File: src/rtl/btb_update_ctrl.sv
`default_nettype none
// ============================================================================
// Module   : btb_update_ctrl
// Brief    : BTB write-side controller. Buffers EX branch resolutions and does
//            a serialized read-modify-write of each tag/valid/counter entry.
//            Optional statistics counters: define BTB_UPD_STATS_EN.
// Revision : 1.0 - initial release
// ============================================================================
module btb_update_ctrl #(
  parameter int DEPTH = 4
) (
  input  logic        i_clk,
  input  logic        i_rst_n,
  input  logic        i_br_valid,
  input  logic [31:0] i_br_pc,
  input  logic        i_br_taken,
  input  logic [31:0] i_br_target,
  input  logic [9:0]  i_fetch_idx,
  input  logic [22:0] i_btb_rdata,
  output logic [9:0]  o_btb_addr,
  output logic        o_btb_wren,
  output logic [22:0] o_btb_wdata,
  output logic [31:0] o_tgt_wdata,
  output logic        o_busy,
  output logic        o_full,
  output logic        o_ovf,
  output logic [15:0] o_upd_cnt,
  output logic [15:0] o_alloc_cnt
);

  localparam int             c_PTR_W   = $clog2(DEPTH);
  localparam logic [c_PTR_W:0] c_PTR_ONE = {{c_PTR_W{1'b0}}, 1'b1};

  typedef enum logic [1:0] {
    ST_IDLE = 2'd0,
    ST_RD   = 2'd1,
    ST_WR   = 2'd2
  } state_t;

  state_t r_state, w_state_nxt;

  // Resolution FIFO; PC[1:0] is never needed so only PC[31:2] is stored.
  logic [29:0]      r_fifo_pc  [DEPTH];
  logic             r_fifo_tk  [DEPTH];
  logic [31:0]      r_fifo_tgt [DEPTH];
  logic [c_PTR_W:0] r_wr_ptr, r_rd_ptr;

  logic w_empty, w_full, w_pop, w_push;
  logic w_unused;

  logic [9:0]  r_work_idx;
  logic [19:0] r_work_tag;
  logic        r_work_taken;
  logic [31:0] r_work_tgt;
  logic [22:0] r_wdata;
  logic        r_ovf;

  logic       w_hit;
  logic [1:0] w_ctr, w_ctr_nxt;
  logic       w_need_wr;
  logic [22:0] w_wdata;

  assign w_unused = ^i_br_pc[1:0];

  assign w_empty = (r_wr_ptr == r_rd_ptr);
  assign w_full  = (r_wr_ptr[c_PTR_W] != r_rd_ptr[c_PTR_W]) &&
                   (r_wr_ptr[c_PTR_W-1:0] == r_rd_ptr[c_PTR_W-1:0]);
  assign w_pop   = (r_state == ST_IDLE) && !w_empty;
  // A push into a full FIFO is accepted when the head leaves on the same edge.
  assign w_push  = i_br_valid && (!w_full || w_pop);

  always_ff @(posedge i_clk) begin
    if (w_push) begin
      r_fifo_pc[r_wr_ptr[c_PTR_W-1:0]]  <= i_br_pc[31:2];
      r_fifo_tk[r_wr_ptr[c_PTR_W-1:0]]  <= i_br_taken;
      r_fifo_tgt[r_wr_ptr[c_PTR_W-1:0]] <= i_br_target;
    end
  end

  always_ff @(posedge i_clk or negedge i_rst_n) begin
    if (!i_rst_n) begin
      r_wr_ptr <= '0;
      r_rd_ptr <= '0;
      r_ovf    <= 1'b0;
    end else begin
      if (w_push) r_wr_ptr <= r_wr_ptr + c_PTR_ONE;
      if (w_pop)  r_rd_ptr <= r_rd_ptr + c_PTR_ONE;
      if (i_br_valid && w_full && !w_pop) r_ovf <= 1'b1;
    end
  end

  assign w_hit     = i_btb_rdata[22] && (i_btb_rdata[19:0] == r_work_tag);
  assign w_ctr     = i_btb_rdata[21:20];
  assign w_ctr_nxt = r_work_taken ? ((w_ctr == 2'd3) ? 2'd3 : w_ctr + 2'd1)
                                  : ((w_ctr == 2'd0) ? 2'd0 : w_ctr - 2'd1);
  assign w_need_wr = w_hit || r_work_taken;
  // Allocation starts weakly taken.
  assign w_wdata   = w_hit ? {1'b1, w_ctr_nxt, r_work_tag}
                           : {1'b1, 2'b10, r_work_tag};

  always_ff @(posedge i_clk or negedge i_rst_n) begin
    if (!i_rst_n) begin
      r_work_idx   <= '0;
      r_work_tag   <= '0;
      r_work_taken <= 1'b0;
      r_work_tgt   <= '0;
      r_wdata      <= '0;
    end else begin
      if (w_pop) begin
        r_work_idx   <= r_fifo_pc[r_rd_ptr[c_PTR_W-1:0]][9:0];
        r_work_tag   <= r_fifo_pc[r_rd_ptr[c_PTR_W-1:0]][29:10];
        r_work_taken <= r_fifo_tk[r_rd_ptr[c_PTR_W-1:0]];
        r_work_tgt   <= r_fifo_tgt[r_rd_ptr[c_PTR_W-1:0]];
      end
      if (r_state == ST_RD) r_wdata <= w_wdata;
    end
  end

  always_ff @(posedge i_clk or negedge i_rst_n) begin
    if (!i_rst_n) r_state <= ST_IDLE;
    else          r_state <= w_state_nxt;
  end

  always_comb begin
    w_state_nxt = r_state;
    o_btb_addr  = r_work_idx;
    o_btb_wren  = 1'b0;
    o_btb_wdata = '0;
    o_tgt_wdata = '0;
    o_busy      = 1'b1;
    case (r_state)
      ST_IDLE: begin
        o_btb_addr = i_fetch_idx;
        o_busy     = 1'b0;
        if (!w_empty) w_state_nxt = ST_RD;
      end
      ST_RD: begin
        w_state_nxt = w_need_wr ? ST_WR : ST_IDLE;
      end
      ST_WR: begin
        o_btb_wren  = 1'b1;
        o_btb_wdata = r_wdata;
        o_tgt_wdata = r_work_tgt;
        w_state_nxt = ST_IDLE;
      end
      default: w_state_nxt = ST_IDLE;
    endcase
  end

  assign o_full = w_full;
  assign o_ovf  = r_ovf;

`ifdef BTB_UPD_STATS_EN
  logic [15:0] r_upd_cnt, r_alloc_cnt;
  logic        r_alloc;

  always_ff @(posedge i_clk or negedge i_rst_n) begin
    if (!i_rst_n) begin
      r_upd_cnt   <= '0;
      r_alloc_cnt <= '0;
      r_alloc     <= 1'b0;
    end else begin
      if (r_state == ST_RD) r_alloc <= !w_hit;
      if (r_state == ST_WR) begin
        r_upd_cnt <= r_upd_cnt + 16'd1;
        if (r_alloc) r_alloc_cnt <= r_alloc_cnt + 16'd1;
      end
    end
  end

  assign o_upd_cnt   = r_upd_cnt;
  assign o_alloc_cnt = r_alloc_cnt;
`else
  assign o_upd_cnt   = '0;
  assign o_alloc_cnt = '0;
`endif

endmodule
`default_nettype wire

File: config.mk
export PLATFORM = sky130hd
export DESIGN_NAME = btb_update_ctrl
export DESIGN_NICKNAME = d
export VERILOG_FILES = /design/src/rtl/btb_update_ctrl.sv
export SDC_FILE = /design/constraint.sdc
export NUM_CORES = 1
export LEC_CHECK = 0
export CAP_MARGIN = 15
export CORE_MARGIN = 2
export CORE_UTILIZATION = 45
export DETAILED_ROUTE_END_ITERATION = 16
export PLACE_DENSITY = 0.68
export SETUP_SLACK_MARGIN = 0.2
export SYNTH_ARGS = -nofsm -noshare
export SYNTH_HDL_FRONTEND = slang
export SYNTH_SLANG_ARGS = --single-unit
File: constraint.sdc
create_clock -name i_clk -period 5.75 [get_ports i_clk]
set_clock_uncertainty 0.2 [all_clocks]
set_input_delay 0.575 -clock i_clk [delete_from_list [all_inputs] [get_ports i_clk]]
set_output_delay 0.575 -clock i_clk [all_outputs]
set_load 0.05 [all_outputs]
==> impl_metrics.ini, run 1 <==
[power_and_ir_drop]
p_seq_share_pct = 39.9
irDropWorstVdd_v = 0.000408
combPwrFrac_pct = 35.9
power_switching_w = 0.00313
leakagePower_nw = 6.25
finalPower_w = 0.00984
power.internal_w = 0.00671
power.share.clock_pct = 24.2
switching_share_pct = 31.8
power_density_mw_per_mm2 = 570

[sta]
period_needed_ns = 3.74
slew_violations = 0
rsz0062_at_grt = no
finalSetupTns_ns = 0
clock.fmax_mhz = 267
post-route-period-util_pct = 65.0
slew_headroom_pct = 28.4
tightest_slew_ns = 1.07
finalSetupViolations = 0
hold_viol = 0
holdWs_ns = 0.0350

[clock_network]
holdBufCountCts = 0
post_cts_buffers = 0
numCtsBuffers = 37
cts_tree = built
htree_levels = 2
root_buffer = clkbuf_16
clkTransAtPathRegs_ns = 0.06
clk_path_buf_depth = 3
cts.sinks = 347
clk_latency_ns = 0.51
postCtsResizedCells = 0

[yosys]
synth_cells = 696
syn_area_mm2 = 0.0140
ys_seq_elements = 347
seq_area_frac_synth_pct = 71.0
synth_cell_types = 33
yosysWarnings = 0
syn_area_per_cell_um2 = 20.1

[critical_path]
ff2ff_setup_slack_ns = 2.05
worst_r2r_path_depth = 5
cp_max_fo = 66
rr_endpoint = r_fifo_tgt[0][14]
cp-end-kind = output port
critical_path_class = register to output port
cp.depth = 3
cp_top_family = flip-flops
r2r-start = r_state[1]
crit_start = r_rd_ptr[1]
arrival_ns = 2.96
cp-start-kind = register
cp_slowest_stage_delay_ns = 1.06
path_cells = xnor2_1 -> and3_1 -> clkdlybuf4s50_1
crit_slowest_cell = dfrtp_4
critPathBufInv = 1
crit_path_end = o_full
required_ns = 4.97

[layout]
multiInputGateArea_mm2 = 0.00374
fillers = 2341
final_common_cell = edfxtp_1
layout.nets = 985
drive_above_1_share_pct = 21.4
areaGrowthSynthToFinish_pct = 23.3
layout_common_cells = edfxtp_1 (252), clkdlybuf4s50_1 (166), dfrtp_1 (93)
seq_area_mm2 = 0.00995

[route]
drc = 0
via_per_inst = 5.12
num_vias = 6696
wl_per_cell_um = 20.6
totalWireLength_um = 26900
met3_length_um = 1450
ant_nets = 0
routed.top_layer = met4
first_pass_iters = 4
dr_wl_met2_um = 13600
wl_met1_um = 11300
drt_first_iter_violations = 374

[grt]
grt_antenna_before_repair = 4
grt_usage_pct = 16.8
overflow = 0
grt_pass1_vias = 7140
grt_max_degree = 67
grt_pass1_wl_um = 41600

[place]
gp_congestion = 0.686
port_buffers = 167
hpwl_um = 16100

[floorplanning]
dieHeight_um = 180
die_w_um = 180
die-area_mm2 = 0.0326
rows = 64
io_pins = 202
core_area_mm2 = 0.0306
initial_core_util_pct = 45.8

[worst_hold_path]
min_path_type = input port to asynchronous set/reset pin

[run]
cap_violations = 0

[outcome]
status = finished clean
==> worst min path at each step <==
stage                        from        endpoint  cells after the start
after floorplan           i_rst_n           o_ovf                      0
after global placement      o_ovf           o_ovf                      1
after detailed placement    o_ovf           o_ovf                      1
after CTS                 i_rst_n  r_work_tgt[16]                      1
after global routing      i_rst_n     r_wdata[20]                      1
final                     i_rst_n  r_work_tgt[28]                      1
==> stage by stage <==
step | std cells | worst slack (ns) | cell area [um^2] | util [%]
after floorplan | 727 | 1.29 | 14100 | -
after global routing | 1306 | 1.80 | 17300 | 56.5
after CTS | 1304 | 1.87 | 17300 | 56.4
after global placement | 1236 | 1.94 | 16000 | 52.4
after detailed placement | 1236 | 1.87 | 16000 | 52.4
final | 1308 | 2.01 | 17300 | 56.5
==> worst reg2reg max path, delay by kind of cell (launching register included) <==
kind,cells,cell delay (ns)
simple gates,2,1.58
buf+inv,2,0.72
compound gates,1,0.45
flops,1,0.41
==> registers in the layout (all words and copies together) (netlist names) <==
name	cells
o_ovf	1
r_fifo_pc	120
r_fifo_tgt	128
r_fifo_tk	4
r_rd_ptr	3
r_state	2
r_wdata	23
r_work_idx	10
r_work_tag	20
r_work_taken	1
r_work_tgt	32
r_wr_ptr	3
==> power groups by stage <==
stage          sequential (W)  clock, W  combinational [W]
3_3_place_gp          0.00397         0            0.00354
5_1_grt               0.00402   0.00256            0.00377
6_report              0.00393   0.00239            0.00353
2_1_floorplan         0.00378         0            0.00283
4_1_cts               0.00395   0.00245            0.00360
3_5_place_dp          0.00400         0            0.00360
==> kinds of logic (layout without fill, tap and decap cells) <==
group / after synthesis / count (layout) / synth area share (%)
flops: 347 / 347 / 71.0
mux: 158 / 158 / 19.5
simple gates: 76 / 76 / 3.22
buf+inv: 73 / 254 / 3.50
xor+xnor: 28 / 28 / 1.75
compound gates: 7 / 7 / 0.447
fa+ha+maj: 6 / 6 / 0.518
other cells: 1 / 36 / 0.0268
==> Yosys cell counts (all sizes together) <==
cell	number	area (um^2)
a31o	1	8.76
a31oi	1	12.5
a41o	1	10.0
and2	55	344
and3	1	6.26
buf	56	427
clkbuf	7	26.3
conb	1	3.75
dfrtp	95	2380
edfxtp	252	7570
ha	5	62.6
inv	10	37.5
maj3	1	10.0
mux2	95	1170
mux4	63	1570
nand2	4	15.0
nand3	1	5.00
nand4	3	18.8
nor2	5	18.8
nor2b	2	12.5
nor4	4	25.0
o21ai	1	5.00
o31ai	1	7.51
o32a	1	10.0
o32ai	1	8.76
or2	1	6.26
xnor2	9	78.8
xor2	19	166
==> layout make-up <==
class | count | area share (%)
flip-flops and latches | 347 | 57.6
multi-input cells | 307 | 21.6
repair buffers | 176 | 10.4
clock buffers | 56 | 6.25
well taps | 396 | 2.87
clock inverters | 12 | 0.934
inverters | 10 | 0.217
diodes | 4 | 0.0579
==> per-layer routing <==
layer,up-vias,global-route usage [%]
met2,202,28.9
met1,3409,21.5
met5,-,0
li1,3042,-
met3,43,3.84
met4,0,4.90
Power figures use the tool's default switching activity.
==> run 2: changes to the inputs <==
Clock period 5.75 ns to 3.5 ns, I/O delays scaled along.
==> impl_metrics.ini, run 2 (synthesis results as in run 1) <==
[layout]
final_area_mm2 = 0.0174
layout_common_cells = edfxtp_1 (252), clkdlybuf4s50_1 (166), dfrtp_1 (93)
drive_above_1_share_pct = 22.7
final_common_cell = edfxtp_1
layout.nets = 995
largest_register_ffs = 128
fin_util_pct = 56.9
areaGrowthSynthToFinish_pct = 24.2

[clock_network]
clk_latency_ns = 0.51
clkTransAtPathRegs_ns = 0.06
numCtsBuffers = 37
clk_path_buf_depth = 3
post_cts_buffers = 0
cts.sinks = 347
htree_levels = 2
root_buffer = clkbuf_16
cts_tree = built
postCtsResizedCells = 0

[route]
wl_per_cell_um = 20.6
drt_first_iter_violations = 331
totalWireLength_um = 27100
via_per_inst = 5.12
first_pass_iters = 4
ant_nets = 0
num_vias = 6730
drc = 0

[sta]
tightest_slew_ns = 0.945
finalSetupTns_ns = 0
worst_slack_ns = 0.295
slew_headroom_pct = 37.0
clock.fmax_mhz = 312
rsz0062_at_grt = yes
finalSetupViolations = 0
period_needed_ns = 3.20
post-route-period-util_pct = 91.6
hold_viol = 0
slew_violations = 0

[grt]
grt_antenna_before_repair = 2
grt_pass1_vias = 7104
overflow = 0
grt_usage_pct = 17.0
grt_pass1_wl_um = 42100
grt_max_degree = 66

[floorplanning]
rows = 64
dieHeight_um = 180
initial_core_util_pct = 45.8
io_pins = 202
die-area_mm2 = 0.0326
core_area_mm2 = 0.0306
die_w_um = 180

[power_and_ir_drop]
switching_share_pct = 32.0
p_seq_share_pct = 38.2
power.share.clock_pct = 24.3
irDropWorstVdd_v = 0.000515
power_switching_w = 0.00524
power.internal_w = 0.0111
leakagePower_nw = 6.33
power_density_mw_per_mm2 = 941
combPwrFrac_pct = 37.5

[critical_path]
crit_start = r_state[1]
rr_endpoint = r_fifo_tgt[1][6]
ff2ff_setup_slack_ns = 0.83
cp-start-kind = register
cp_max_fo = 6
r2r-start = r_state[1]
required_ns = 2.95
arrival_ns = 2.65
critical_path_class = register to output port
worst_r2r_path_depth = 5
cp-end-kind = output port

[place]
gp_congestion = 0.697
dpl_cell_area_mm2 = 0.0161
dpl_worst_slack_ns = 0.764
port_buffers = 167
hpwl_um = 15800

[run]
cap_violations = 0

[worst_hold_path]
min_path_type = input port to asynchronous set/reset pin

[outcome]
status = finished clean
-- run 2: changes by cell type in the layout (fill, tap and decap cells not counted), sizes merged --
cell,previous run,this run
bufinv,4,5
dlygate4sd3,0,1
diode,4,1
clkbuf,56,48
buf,10,19
clkinv,7,13
-- run 2: critical path, stage by stage (launching register included) --
cell	delay, ns
dfrtp_1	0.41
nor2_2	0.43
buf_4	0.26
mux2_2	0.34
clkdlybuf4s50_1	0.70
-- run 2: power by group through the flow --
stage               Clock (W)  Combinational [W]  Sequential [W]
global route          0.00426            0.00657         0.00638
floorplan                   0            0.00467         0.00617
CTS                   0.00409            0.00629         0.00627
global placement            0            0.00618         0.00630
finish                0.00398            0.00615         0.00625
detailed placement          0            0.00627         0.00634
-- run 2: per-layer routing --
layer  track usage [%]  part of all wire [%]  vias up
met5                 0                 0.048        -
met4              4.13                   1.9        2
met3              3.64                   5.0       42
met2              28.7                    49      196
met1              22.7                    44     3448
li1                  -                     -     3042
-- run 2: cell type report --
type                            count  area (um^2)
Clock buffer                       48         1030
Clock inverter                     19          229
Fill cell                        2335        13200
Sequential cell                   347         9950
Timing Repair Buffer              186         1910
Tap cell                          396          495
Multi-Input combinational cell    307         3740
Antenna cell                        1         2.50
Inverter                           10         37.5
-- run 2: through the flow --
| step | total power (W) | instances | hold WS, ns |
|---|---|---|---|
| after floorplan | 0.0108 | 727 | -0.146 |
| after global placement | 0.0125 | 1245 | 0.187 |
| after global routing | 0.0172 | 1313 | 0.248 |
| final | 0.0164 | 1314 | 0.202 |
| after detailed placement | 0.0126 | 1245 | 0.185 |
| after CTS | 0.0166 | 1313 | 0.216 |
-- run 2: repair_timing --
item | 4_1_cts | 5_1_grt
endpoints found under the hold margin | 37 | 0
endpoints found under the setup margin | 0 | 4
hold buffers | 1 | 0
-- run 2: worst max-delay path by stage --
stage	depth (start not counted)	slack, ns	to
global route	4	0.19	o_btb_addr[3]
detailed placement	5	0.76	r_fifo_pc[0][7]
finish	4	0.30	o_btb_addr[3]
CTS	4	0.22	o_btb_addr[3]
floorplan	4	0.11	r_fifo_pc[0][0]
global placement	5	0.78	r_fifo_pc[0][28]
==> run 3: changes to the inputs <==
Settings changed: ABC_AREA set to 1.
==> impl_metrics.ini, run 3 <==
[critical_path]
cp-start-kind = register
critical_path_class = register to output port
cp-end-kind = output port
arrival_ns = 2.59
cp_max_fo = 33
required_ns = 2.95

[power_and_ir_drop]
p_seq_share_pct = 38.3
combPwrFrac_pct = 37.9
power.internal_w = 0.00974
power_switching_w = 0.00598
switching_share_pct = 38.0
leakagePower_nw = 6.71
irDropWorstVdd_v = 0.000380
power_density_mw_per_mm2 = 914
power.share.clock_pct = 23.8

[sta]
slew_headroom_pct = 35.9
hold_viol = 0
clock.fmax_mhz = 319
slew_violations = 0
rsz0062_at_grt = no
finalSetupViolations = 0
tightest_slew_ns = 0.959
period_needed_ns = 3.14
post-route-period-util_pct = 89.6
finalSetupTns_ns = 0

[place]
gp_congestion = 0.805
hpwl_um = 18500
port_buffers = 167

[yosys]
synth_cell_types = 25
post-synth-top-count-cell = edfxtp_1
yosys.area.top_type = edfxtp_1
synth_simple_gate_area_share_pct = 11.2
syn_area_per_cell_um2 = 11.2
ys_seq_elements = 347
synth_cells = 1248
synth_xor_area_share_pct = 0.499
synth_commonest_cells = edfxtp_1 (252), nor2_1 (204), nand2_1 (201)
synth_top_family_by_area = simple AND/OR/NAND/NOR gates
synth_edf_count = 252
synth_compound_area_share_pct = 10.2
yosysWarnings = 0
yosys-top-cells-area = edfxtp_1 (54%), dfrtp_1 (17%), nor2_1 (5.5%), nand2_1 (5.4%), o21ai_0 (5.3%)
synthFlopType = edfxtp_1
synth_top_area_share_pct = 53.9
async_reset_ff_share_pct = 27.4
syn_area_mm2 = 0.0140
synth_mux_area_share_pct = 0
seq_area_frac_synth_pct = 70.8
synth_fa_ha_area_share_pct = 0.446

[clock_network]
numCtsBuffers = 37
clk_latency_ns = 0.51
cts.sinks = 347
post_cts_buffers = 0
cts_tree = built
htree_levels = 2
root_buffer = clkbuf_16
clkTransAtPathRegs_ns = 0.06
clk_path_buf_depth = 3

[grt]
grt_max_degree = 72
overflow = 0
grt_usage_pct = 19.1
grt_pass1_wl_um = 49300
grt_pass1_vias = 9153
grt_antenna_before_repair = 1

[outcome]
status = finished clean

[layout]
diodes = 0
multiInputGateArea_mm2 = 0.00328
final_common_cell = edfxtp_1
layout_common_cells = edfxtp_1 (252), nand2_1 (201), nor2_1 (200)
drive_above_1_share_pct = 6.19
largest_register_ffs = 128
fin_util_pct = 56.1
fillers = 2564
seq_area_mm2 = 0.00995
areaGrowthSynthToFinish_pct = 22.6
layout.nets = 1518

[floorplanning]
rows = 64
initial_core_util_pct = 45.8
core_area_mm2 = 0.0307
die-area_mm2 = 0.0326
die_w_um = 181
dieHeight_um = 181
io_pins = 202

[route]
num_vias = 9201
drc = 0
first_pass_iters = 5
ant_nets = 0
drt_first_iter_violations = 525
via_per_inst = 5.02
totalWireLength_um = 30700
wl_per_cell_um = 16.7

[run]
cap_violations = 0

[worst_hold_path]
min_path_type = register to register
## run 3: changes by cell type in the layout (fill, tap and decap cells not counted), sizes merged, moves of 5 or more
cell    before  now
clkinv      13    5
inv         11  107
xor2        19    2
clkbuf      48   58
mux2        95    0
o22ai        0   63
nand2        4  203
mux4        63    0
nor2         5  204
nand3        1    6
o21ai        1  203
and2        55    0
buf         19   24
## run 3: worst paths after layout
check                                   end  slack (ns)        start  cells past startpoint
min                             r_wdata[22]        0.26  r_wdata[22]                      2
min reg2reg                     r_wdata[22]        0.26  r_wdata[22]                      2
min in group asynchronous       r_wdata[10]        0.30      i_rst_n                      2
max reg2reg                r_fifo_pc[1][13]        0.92   r_state[0]                      6
max                         o_tgt_wdata[11]        0.36   r_state[0]                      5
max in group asynchronous    r_work_tgt[19]        2.01      i_rst_n                      3
## run 3: routing by layer
metal / track usage, % / wire length, um / vias to the layer above
met5: 0 / 7 / -
met4: 4.61 / 595 / 2
met3: 4.22 / 1760 / 50
met2: 32.9 / 15000 / 245
met1: 24.8 / 13300 / 4425
li1: - / - / 4479
## run 3: power groups by stage
stage / Sequential [W] / Clock, W / Combinational [W]
finish: 0.00602 / 0.00375 / 0.00595
global route: 0.00613 / 0.00402 / 0.00671
CTS: 0.00603 / 0.00383 / 0.00608
detailed placement: 0.00610 / 0 / 0.00604
global placement: 0.00607 / 0 / 0.00593
floorplan: 0.00606 / 0 / 0.00432
## run 3: timing repair
item / 4_1_cts / 5_1_grt
hold buffers: 1 / 0
endpoints found under the setup margin: 15 / 4
resized for setup: 1 / 4
endpoints found under the hold margin: 60 / 0
## run 3: logic make-up (layout without fill, tap and decap cells)
kind of cell,after synthesis,in the layout
adder cells (fa/ha/maj),5,5
other,1,32
buffers and inverters,204,363
XOR/XNOR,8,8
AND/OR/NAND/NOR,414,414
flip-flops,347,347
AO/OA/AOI/OAI,269,269
## run 3: critical path, cell delays in order, from the launching register on
cell and delay (ns):
dfrtp_1 0.39, nor2_1 0.23, inv_4 0.21, buf_4 0.29, nor2_1 0.13, clkdlybuf4s50_1 0.81
## run 3: per-stage QoR
step	cell area, um^2	total power (W)	setup slack [ns]	cells	hold WS (ns)
after global placement	16000	0.0120	0.776	1768	0.237
after floorplan	14200	0.0104	0.117	1279	-0.146
after detailed placement	16000	0.0121	0.733	1768	0.245
after global routing	17200	0.0169	0.205	1834	0.247
after CTS	17200	0.0159	0.299	1834	0.247
final	17200	0.0157	0.365	1834	0.259
## run 3: area by class of cell
class | instances | share of cell area (%)
sequential | 347 | 57.8
clock buffer | 58 | 6.31
clock inverter | 7 | 0.495
tap | 396 | 2.88
inverter | 107 | 2.38
multi-input combinational | 728 | 19.1
timing repair buffer | 191 | 11.0
